$ cat src/rtl/pe_bank_distributor_if.sv
//==============================================================================
// Module   : pe_bank_distributor_if
// Brief    : Word-stream input and bank write bus of the PE bank distributor.
// Revision : 1.0 - initial release
//==============================================================================
`default_nettype none

interface pe_bank_distributor_if #(
   parameter int N_PE = 8,
   parameter int WID  = 16,
   parameter int ADDR = 10
);
   logic            s_valid;
   logic [WID-1:0]  s_data;
   logic            s_ready;
   logic [N_PE-1:0] bank_w_en;
   logic [ADDR-1:0] bank_w_addr;
   logic [WID-1:0]  bank_w_data;

   modport master (
      output s_valid, s_data,
      input  s_ready, bank_w_en, bank_w_addr, bank_w_data
   );

   modport slave (
      input  s_valid, s_data,
      output s_ready, bank_w_en, bank_w_addr, bank_w_data
   );
endinterface

`default_nettype wire

$ cat src/rtl/pe_bank_distributor.sv
//==============================================================================
// Module   : pe_bank_distributor
// Brief    : Scatters a linear word stream round-robin over N_PE bank memories
//            through a small FIFO. Optional broadcast mode: DIST_BCAST_EN.
// Revision : 1.0 - initial release
//==============================================================================
`default_nettype none

module pe_bank_distributor #(
   parameter int N_PE       = 8,
   parameter int WID        = 16,
   parameter int ADDR       = 10,
   parameter int FIFO_DEPTH = 4
) (
   input  wire logic            clk,
   input  wire logic            rst,
   input  wire logic            cfg_start,
   input  wire logic [ADDR-1:0] cfg_base_addr,
   input  wire logic [ADDR-1:0] cfg_words_per_pe,
`ifdef DIST_BCAST_EN
   input  wire logic            cfg_bcast,
`endif
   input  wire logic            bank_stall,
   output logic                 busy,
   output logic                 done,
   pe_bank_distributor_if.slave bus
);

   localparam int c_PE_W  = (N_PE > 1) ? $clog2(N_PE) : 1;
   localparam int c_PTR_W = $clog2(FIFO_DEPTH);
   localparam int c_CNT_W = c_PTR_W + 1;
   localparam logic [c_PE_W-1:0]  c_LAST_PE = c_PE_W'(N_PE - 1);
   localparam logic [c_CNT_W-1:0] c_FULL    = c_CNT_W'(FIFO_DEPTH);

   typedef enum logic [1:0] {
      S_IDLE = 2'd0,
      S_LOAD = 2'd1,
      S_FIN  = 2'd2
   } state_t;

   state_t r_state;
   state_t w_state_nxt;

   logic [ADDR-1:0]    r_base;
   logic [ADDR-1:0]    r_count;
   logic [c_PE_W-1:0]  r_pe_idx;
   logic [ADDR-1:0]    r_word_idx;

   logic [WID-1:0]     r_mem [FIFO_DEPTH];
   logic [c_PTR_W-1:0] r_wr_ptr;
   logic [c_PTR_W-1:0] r_rd_ptr;
   logic [c_CNT_W-1:0] r_cnt;

   logic               r_s_ready;
   logic [N_PE-1:0]    r_bank_w_en;
   logic [ADDR-1:0]    r_bank_w_addr;
   logic [WID-1:0]     r_bank_w_data;
   logic               r_busy;
   logic               r_done;

   logic               w_bcast;
   logic               w_start;
   logic               w_push;
   logic               w_pop;
   logic               w_last;
   logic               w_flush;
   logic [c_CNT_W-1:0] w_cnt_nxt;
   logic               w_s_ready_nxt;
   logic [N_PE-1:0]    w_onehot;

`ifdef DIST_BCAST_EN
   logic r_bcast;

   always_ff @(posedge clk or negedge rst) begin
      if (!rst) begin
         r_bcast <= 1'b0;
      end else if (w_start) begin
         r_bcast <= cfg_bcast;
      end
   end

   assign w_bcast = r_bcast;
`else
   assign w_bcast = 1'b0;
`endif

   assign w_start  = (r_state == S_IDLE) && cfg_start;
   assign w_push   = bus.s_valid && r_s_ready;
   assign w_pop    = (r_state == S_LOAD) && (r_cnt != '0) && !bank_stall;
   assign w_onehot = N_PE'(1) << r_pe_idx;

   // In broadcast mode every pop covers all banks, so only word_idx matters.
   assign w_last = w_pop && (r_word_idx == r_count - ADDR'(1)) &&
                   (w_bcast || (r_pe_idx == c_LAST_PE));

   always_comb begin
      w_state_nxt   = r_state;
      w_flush       = 1'b0;
      w_cnt_nxt     = r_cnt;
      w_s_ready_nxt = 1'b0;

      case (r_state)
         S_IDLE: begin
            if (w_start) begin
               w_state_nxt = (cfg_words_per_pe == '0) ? S_FIN : S_LOAD;
            end
         end
         S_LOAD: begin
            if (w_last) begin
               w_state_nxt = S_FIN;
            end
         end
         S_FIN: begin
            w_state_nxt = S_IDLE;
         end
         default: begin
            w_state_nxt = S_IDLE;
         end
      endcase

      // The FIFO only holds data while a load is running; anything else drops it.
      w_flush = (r_state != S_LOAD) || (w_state_nxt != S_LOAD);
      if (w_flush) begin
         w_cnt_nxt = '0;
      end else begin
         w_cnt_nxt = r_cnt + {{(c_CNT_W-1){1'b0}}, w_push}
                           - {{(c_CNT_W-1){1'b0}}, w_pop};
      end

      w_s_ready_nxt = (w_state_nxt == S_LOAD) && (w_cnt_nxt != c_FULL);
   end

   always_ff @(posedge clk or negedge rst) begin
      if (!rst) begin
         r_state       <= S_IDLE;
         r_base        <= '0;
         r_count       <= '0;
         r_pe_idx      <= '0;
         r_word_idx    <= '0;
         r_wr_ptr      <= '0;
         r_rd_ptr      <= '0;
         r_cnt         <= '0;
         r_s_ready     <= 1'b0;
         r_bank_w_en   <= '0;
         r_bank_w_addr <= '0;
         r_bank_w_data <= '0;
         r_busy        <= 1'b0;
         r_done        <= 1'b0;
      end else begin
         r_state   <= w_state_nxt;
         r_busy    <= (r_state == S_LOAD);
         r_done    <= (r_state == S_FIN);
         r_s_ready <= w_s_ready_nxt;
         r_cnt     <= w_cnt_nxt;

         if (w_start) begin
            r_base     <= cfg_base_addr;
            r_count    <= cfg_words_per_pe;
            r_pe_idx   <= '0;
            r_word_idx <= '0;
         end else if (w_pop) begin
            if (w_bcast) begin
               r_word_idx <= r_word_idx + ADDR'(1);
            end else if (r_pe_idx == c_LAST_PE) begin
               r_pe_idx   <= '0;
               r_word_idx <= r_word_idx + ADDR'(1);
            end else begin
               r_pe_idx   <= r_pe_idx + c_PE_W'(1);
            end
         end

         if (w_flush) begin
            r_wr_ptr <= '0;
            r_rd_ptr <= '0;
         end else begin
            if (w_push) begin
               r_wr_ptr <= r_wr_ptr + c_PTR_W'(1);
            end
            if (w_pop) begin
               r_rd_ptr <= r_rd_ptr + c_PTR_W'(1);
            end
         end

         // Address and data hold between writes; only the strobe returns to 0.
         if (w_pop) begin
            r_bank_w_en   <= w_bcast ? {N_PE{1'b1}} : w_onehot;
            r_bank_w_addr <= r_base + r_word_idx;
            r_bank_w_data <= r_mem[r_rd_ptr];
         end else begin
            r_bank_w_en   <= '0;
         end
      end
   end

   always_ff @(posedge clk) begin
      if (w_push) begin
         r_mem[r_wr_ptr] <= bus.s_data;
      end
   end

   assign bus.s_ready     = r_s_ready;
   assign bus.bank_w_en   = r_bank_w_en;
   assign bus.bank_w_addr = r_bank_w_addr;
   assign bus.bank_w_data = r_bank_w_data;
   assign busy            = r_busy;
   assign done            = r_done;

endmodule

`default_nettype wire

$ cat src/flat_wrapper.sv
// flat-port wrapper written by rule: the top's interface ports become plain ports
module pe_bank_distributor_flat 
#(
   parameter int N_PE       = 8,
   parameter int WID        = 16,
   parameter int ADDR       = 10,
   parameter int FIFO_DEPTH = 4
)
  (clk, rst, cfg_start, cfg_base_addr, cfg_words_per_pe, bank_stall, busy, done, bus_s_valid, bus_s_data, bus_s_ready, bus_bank_w_en, bus_bank_w_addr, bus_bank_w_data);
  pe_bank_distributor_if #(.N_PE(N_PE), .WID(WID), .ADDR(ADDR)) bus_i ();
  input  wire logic clk;
  input  wire logic rst;
  input  wire logic cfg_start;
  input  wire logic [ADDR-1:0] cfg_base_addr;
  input  wire logic [ADDR-1:0] cfg_words_per_pe;
  input  wire logic bank_stall;
  output logic busy;
  output logic done;
  input wire logic [$bits(bus_i.s_valid)-1:0] bus_s_valid;
  input wire logic [$bits(bus_i.s_data)-1:0] bus_s_data;
  output wire logic [$bits(bus_i.s_ready)-1:0] bus_s_ready;
  output wire logic [$bits(bus_i.bank_w_en)-1:0] bus_bank_w_en;
  output wire logic [$bits(bus_i.bank_w_addr)-1:0] bus_bank_w_addr;
  output wire logic [$bits(bus_i.bank_w_data)-1:0] bus_bank_w_data;
  assign bus_i.s_valid = bus_s_valid;
  assign bus_i.s_data = bus_s_data;
  assign bus_s_ready = bus_i.s_ready;
  assign bus_bank_w_en = bus_i.bank_w_en;
  assign bus_bank_w_addr = bus_i.bank_w_addr;
  assign bus_bank_w_data = bus_i.bank_w_data;
  pe_bank_distributor #(.N_PE(N_PE), .WID(WID), .ADDR(ADDR), .FIFO_DEPTH(FIFO_DEPTH)) u_core (.clk(clk), .rst(rst), .cfg_start(cfg_start), .cfg_base_addr(cfg_base_addr), .cfg_words_per_pe(cfg_words_per_pe), .bank_stall(bank_stall), .busy(busy), .done(done), .bus(bus_i));
endmodule
$ cat config.mk
export PLATFORM = sky130hd
export DESIGN_NAME = pe_bank_distributor_flat
export DESIGN_NICKNAME = d
export VERILOG_FILES = /design/src/rtl/pe_bank_distributor_if.sv /design/src/rtl/pe_bank_distributor.sv /design/src/flat_wrapper.sv
export SDC_FILE = /design/constraint.sdc
export NUM_CORES = 1
export LEC_CHECK = 0
export CORE_ASPECT_RATIO = 1.5
export CORE_UTILIZATION = 62
export CTS_BUF_LIST = sky130_fd_sc_hd__clkbuf_4 sky130_fd_sc_hd__clkbuf_8
export CTS_CLUSTER_DIAMETER = 200
export DETAILED_ROUTE_END_ITERATION = 10
export HOLD_SLACK_MARGIN = 0.12
export PLACE_DENSITY = 0.93
export SKIP_CTS_REPAIR_TIMING = 1
export SLEW_MARGIN = 10
export SYNTH_ARGS = -nofsm -noshare
export SYNTH_HDL_FRONTEND = slang
export SYNTH_SLANG_ARGS = --single-unit
$ cat constraint.sdc
create_clock -name clk -period 5.8 [get_ports clk]
set_input_delay 0.58 -clock clk [delete_from_list [all_inputs] [get_ports clk]]
set_output_delay 0.58 -clock clk [all_outputs]
set_load 0.01 [all_outputs]
==> flow_summary.ini <==
[floorplanning]
die_h_um = 126
start_util_pct = 64.8
core_area_um2 = 9800
die_area_um2 = 10700
die_x_um = 84.6
rows = 44
num_io_pins = 78

[logic_synthesis]
syn_area_per_cell_um2 = 12.3
ys_warn_count = 0
syn-num-nets = 581
ys_ff_latch = 143
synthCells = 515
yosys_most_used_dff = dfrtp_1
synth.yosys.seq_area_share_pct = 61.4
synth_edf_count = 64
netlist_area_um2 = 6350
synth.distinct_cells = 53
synth-async-reset-ratio_pct = 55.2

[pwr]
seq_power_share_pct = 45.3
powerDensity_nw_per_um2 = 452
power_w = 0.00342
p_sw_w = 0.00119
p_sw_share_pct = 34.8
p_int_w = 0.00223
clkPwrFrac_pct = 23.5
ir_drop_uv = 523
pwr-share-comb_pct = 31.2
p_leak_nw = 3.22

[drt]
drtIter0Drc = 207
vias = 4222
drc_errors = 3
dr_wl_met2_um = 7250
met1_length_um = 4970
drtAntennaViolNets = 0
wl_per_cell_um = 18.2
wl_um = 13100
routed-wl-met3_um = 687
top_layer = met4
drt_first_pass_iters = 11
vias_per_cell = 5.86

[critical_path]
cp_cell_sequence = clkdlybuf4s50_1, or3_1, inv_1, ha_1, inv_1, ha_1, fa_1, xnor2_1, nor3_1, a32oi_1
rr_startpoint = u_core.r_state[1]
rr_worst_depth = 10
crit_path_end = u_core.bus.s_ready
crit_family = buffers and inverters
crit_fanout = 30
cp-end-kind = flop
start_kind = primary input
worst-path-buf-inv = 3
critical_path_arrival_ns = 3.52
crit_slowest_cell = inv_1
cp.required_ns = 6.11
crit_cells = 10
slowest_delay_ns = 0.64
critical_path_class = in2reg
crit_path_start = bank_stall
worstReg2RegEnd = u_core.bus.s_ready
regToRegSetupSlack_ns = 2.66

[global_routing]
gr-total-overflow = 0
grt_max_degree = 80
grt_pass1_vias = 4523
grt_pass1_wl_um = 21500
grtUsageTotal_pct = 26.6
grt_antenna_before_repair = 0

[clock_network]
numCtsBuffers = 17
clk_pin_slew_worst_paths_ns = 0.09
clock_sinks = 143
cts_tree = yes
h-tree-depth = 4
cts_root_buf = clkbuf_8
clk_latency_ns = 0.44
cts_buffer_depth = 2

[sta]
rsz0062_at_grt = false
tightest_slew_ns = 1.05
slew_headroom_pct = 30.2
max_freq_ghz = 0.311
fin_worst_skew_ns = 0.0127
drv_slew = 0
fin_crit_sh_pct = 55.4
setup_tns_ns = 0
period_needed_ns = 3.22
hold_viol_final = 0
finalSetupViolCount = 0

[outcome]
status = complete, but fails checks
violations = design-rule violations

[final_layout]
mostFrequentLayoutCells = nand2_1 (125), dfrtp_1 (79), clkdlybuf4s50_1 (76)
final_common_cell = nand2_1
antenna_cells = 0
layout-drive-gt1-share_pct = 9.92
layout.nets = 658
area_growth_pct = 19.2

[worst_hold_path]
hp-class = in2async

[placement]
gp_congestion = 0.847
dp_hpwl_um = 8760
io_buffers = 77

[job]
maxCapViolCount = 0
how the worst min path moves through the flow:
stage | start | end | slack, ns | depth (start not counted)
4_1_cts | rst | u_core.bus.bank_w_addr[4] | 0.33 | 1
2_1_floorplan | rst | u_core.bus.bank_w_addr[0] | 0.28 | 0
3_3_place_gp | u_core.bus.bank_w_data[2] | u_core.bus.bank_w_data[2] | 0.46 | 2
5_1_grt | rst | u_core.bus.bank_w_addr[4] | 0.39 | 1
6_report | rst | u_core.r_word_idx[5] | 0.30 | 1
3_5_place_dp | u_core.bus.bank_w_data[15] | u_core.bus.bank_w_data[15] | 0.46 | 2
worst reg2reg max path: stages (launching register included):
cell,delay [ns]
dfrtp_1,0.40
nand2b_4,0.17
or3_1,0.37
inv_1,0.64
ha_1,0.25
inv_1,0.04
ha_1,0.21
fa_1,0.42
xnor2_1,0.17
nor3_1,0.21
a32oi_1,0.14
cell usage after synthesis, types with 3 or more instances:
cell / instances / area share, %
mux4_2: 16 / 5.7
dfrtp_1: 79 / 31
o31ai_1: 4 / 0.47
nor3_1: 12 / 0.95
mux2i_1: 3 / 0.47
and3_1: 13 / 1.3
nor2_1: 20 / 1.2
nand3_1: 6 / 0.47
ha_1: 23 / 4.5
nand2_1: 125 / 7.4
buf_6: 3 / 0.53
o21ai_0: 14 / 1.1
xor2_1: 14 / 1.9
a21oi_1: 11 / 0.87
clkbuf_1: 12 / 0.71
xnor2_1: 13 / 1.8
buf_2: 4 / 0.32
inv_1: 22 / 1.3
or3_1: 5 / 0.49
o21a_1: 4 / 0.47
edfxtp_1: 64 / 30
nand4_1: 4 / 0.39
power by group through the flow:
stage          combinational [W]  sequential [W]  clock (W)
2_1_floorplan           0.000673         0.00151          0
3_3_place_gp            0.000990         0.00155          0
3_5_place_dp             0.00105         0.00157          0
4_1_cts                  0.00107         0.00155   0.000805
5_1_grt                  0.00118         0.00158   0.000845
6_report                 0.00107         0.00155   0.000802
area by class of cell:
type	count	area [um2]
fillers	596	2230
clock inverters	15	166
clock buffers	17	234
well taps	115	144
flip-flops and latches	143	3900
repair buffers	79	783
inverters	22	82.6
multi-input cells	329	2260
logic make-up after synthesis:
kind of cell    count (synthesis)  synth area share (%)
compound gates                 50                  5.07
xor+xnor                       27                  3.73
fa+ha+maj                      25                  5.16
simple gates                  208                  15.5
mux                            19                  6.15
flops                         143                  61.4
buf+inv                        43                  2.98
stage by stage:
step                hold slack (ns)  std cells  area (um2)  utilization [%]  setup slack (ns)
CTS                           0.332        720        7570             77.2              2.58
global route                  0.391        720        7570             77.2              2.37
global placement              0.461        688        7170             73.1              2.33
detailed placement            0.461        688        7170             73.1              2.16
finish                        0.303        720        7570             77.2              2.58
floorplan                     0.284        515        6350                -              2.87
registers in the layout, summed over array words and instances (netlist names), 2 cells and up:
signal	flops
u_core.bus.bank_w_data	16
u_core.r_count	10
u_core.bus.bank_w_en	8
u_core.r_base	10
u_core.r_mem	64
u_core.r_word_idx	10
u_core.r_pe_idx	3
u_core.bus.bank_w_addr	10
u_core.r_rd_ptr	2
u_core.r_cnt	3
u_core.r_state	2
u_core.r_wr_ptr	2
per-layer routing:
metal | vias to the layer above | track usage (%)
li1 | 1951 | -
met2 | 141 | 48.4
met4 | 0 | 10.7
met1 | 2106 | 30.1
met5 | - | 0
met3 | 24 | 6.16
Power figures use the tool's default switching activity.
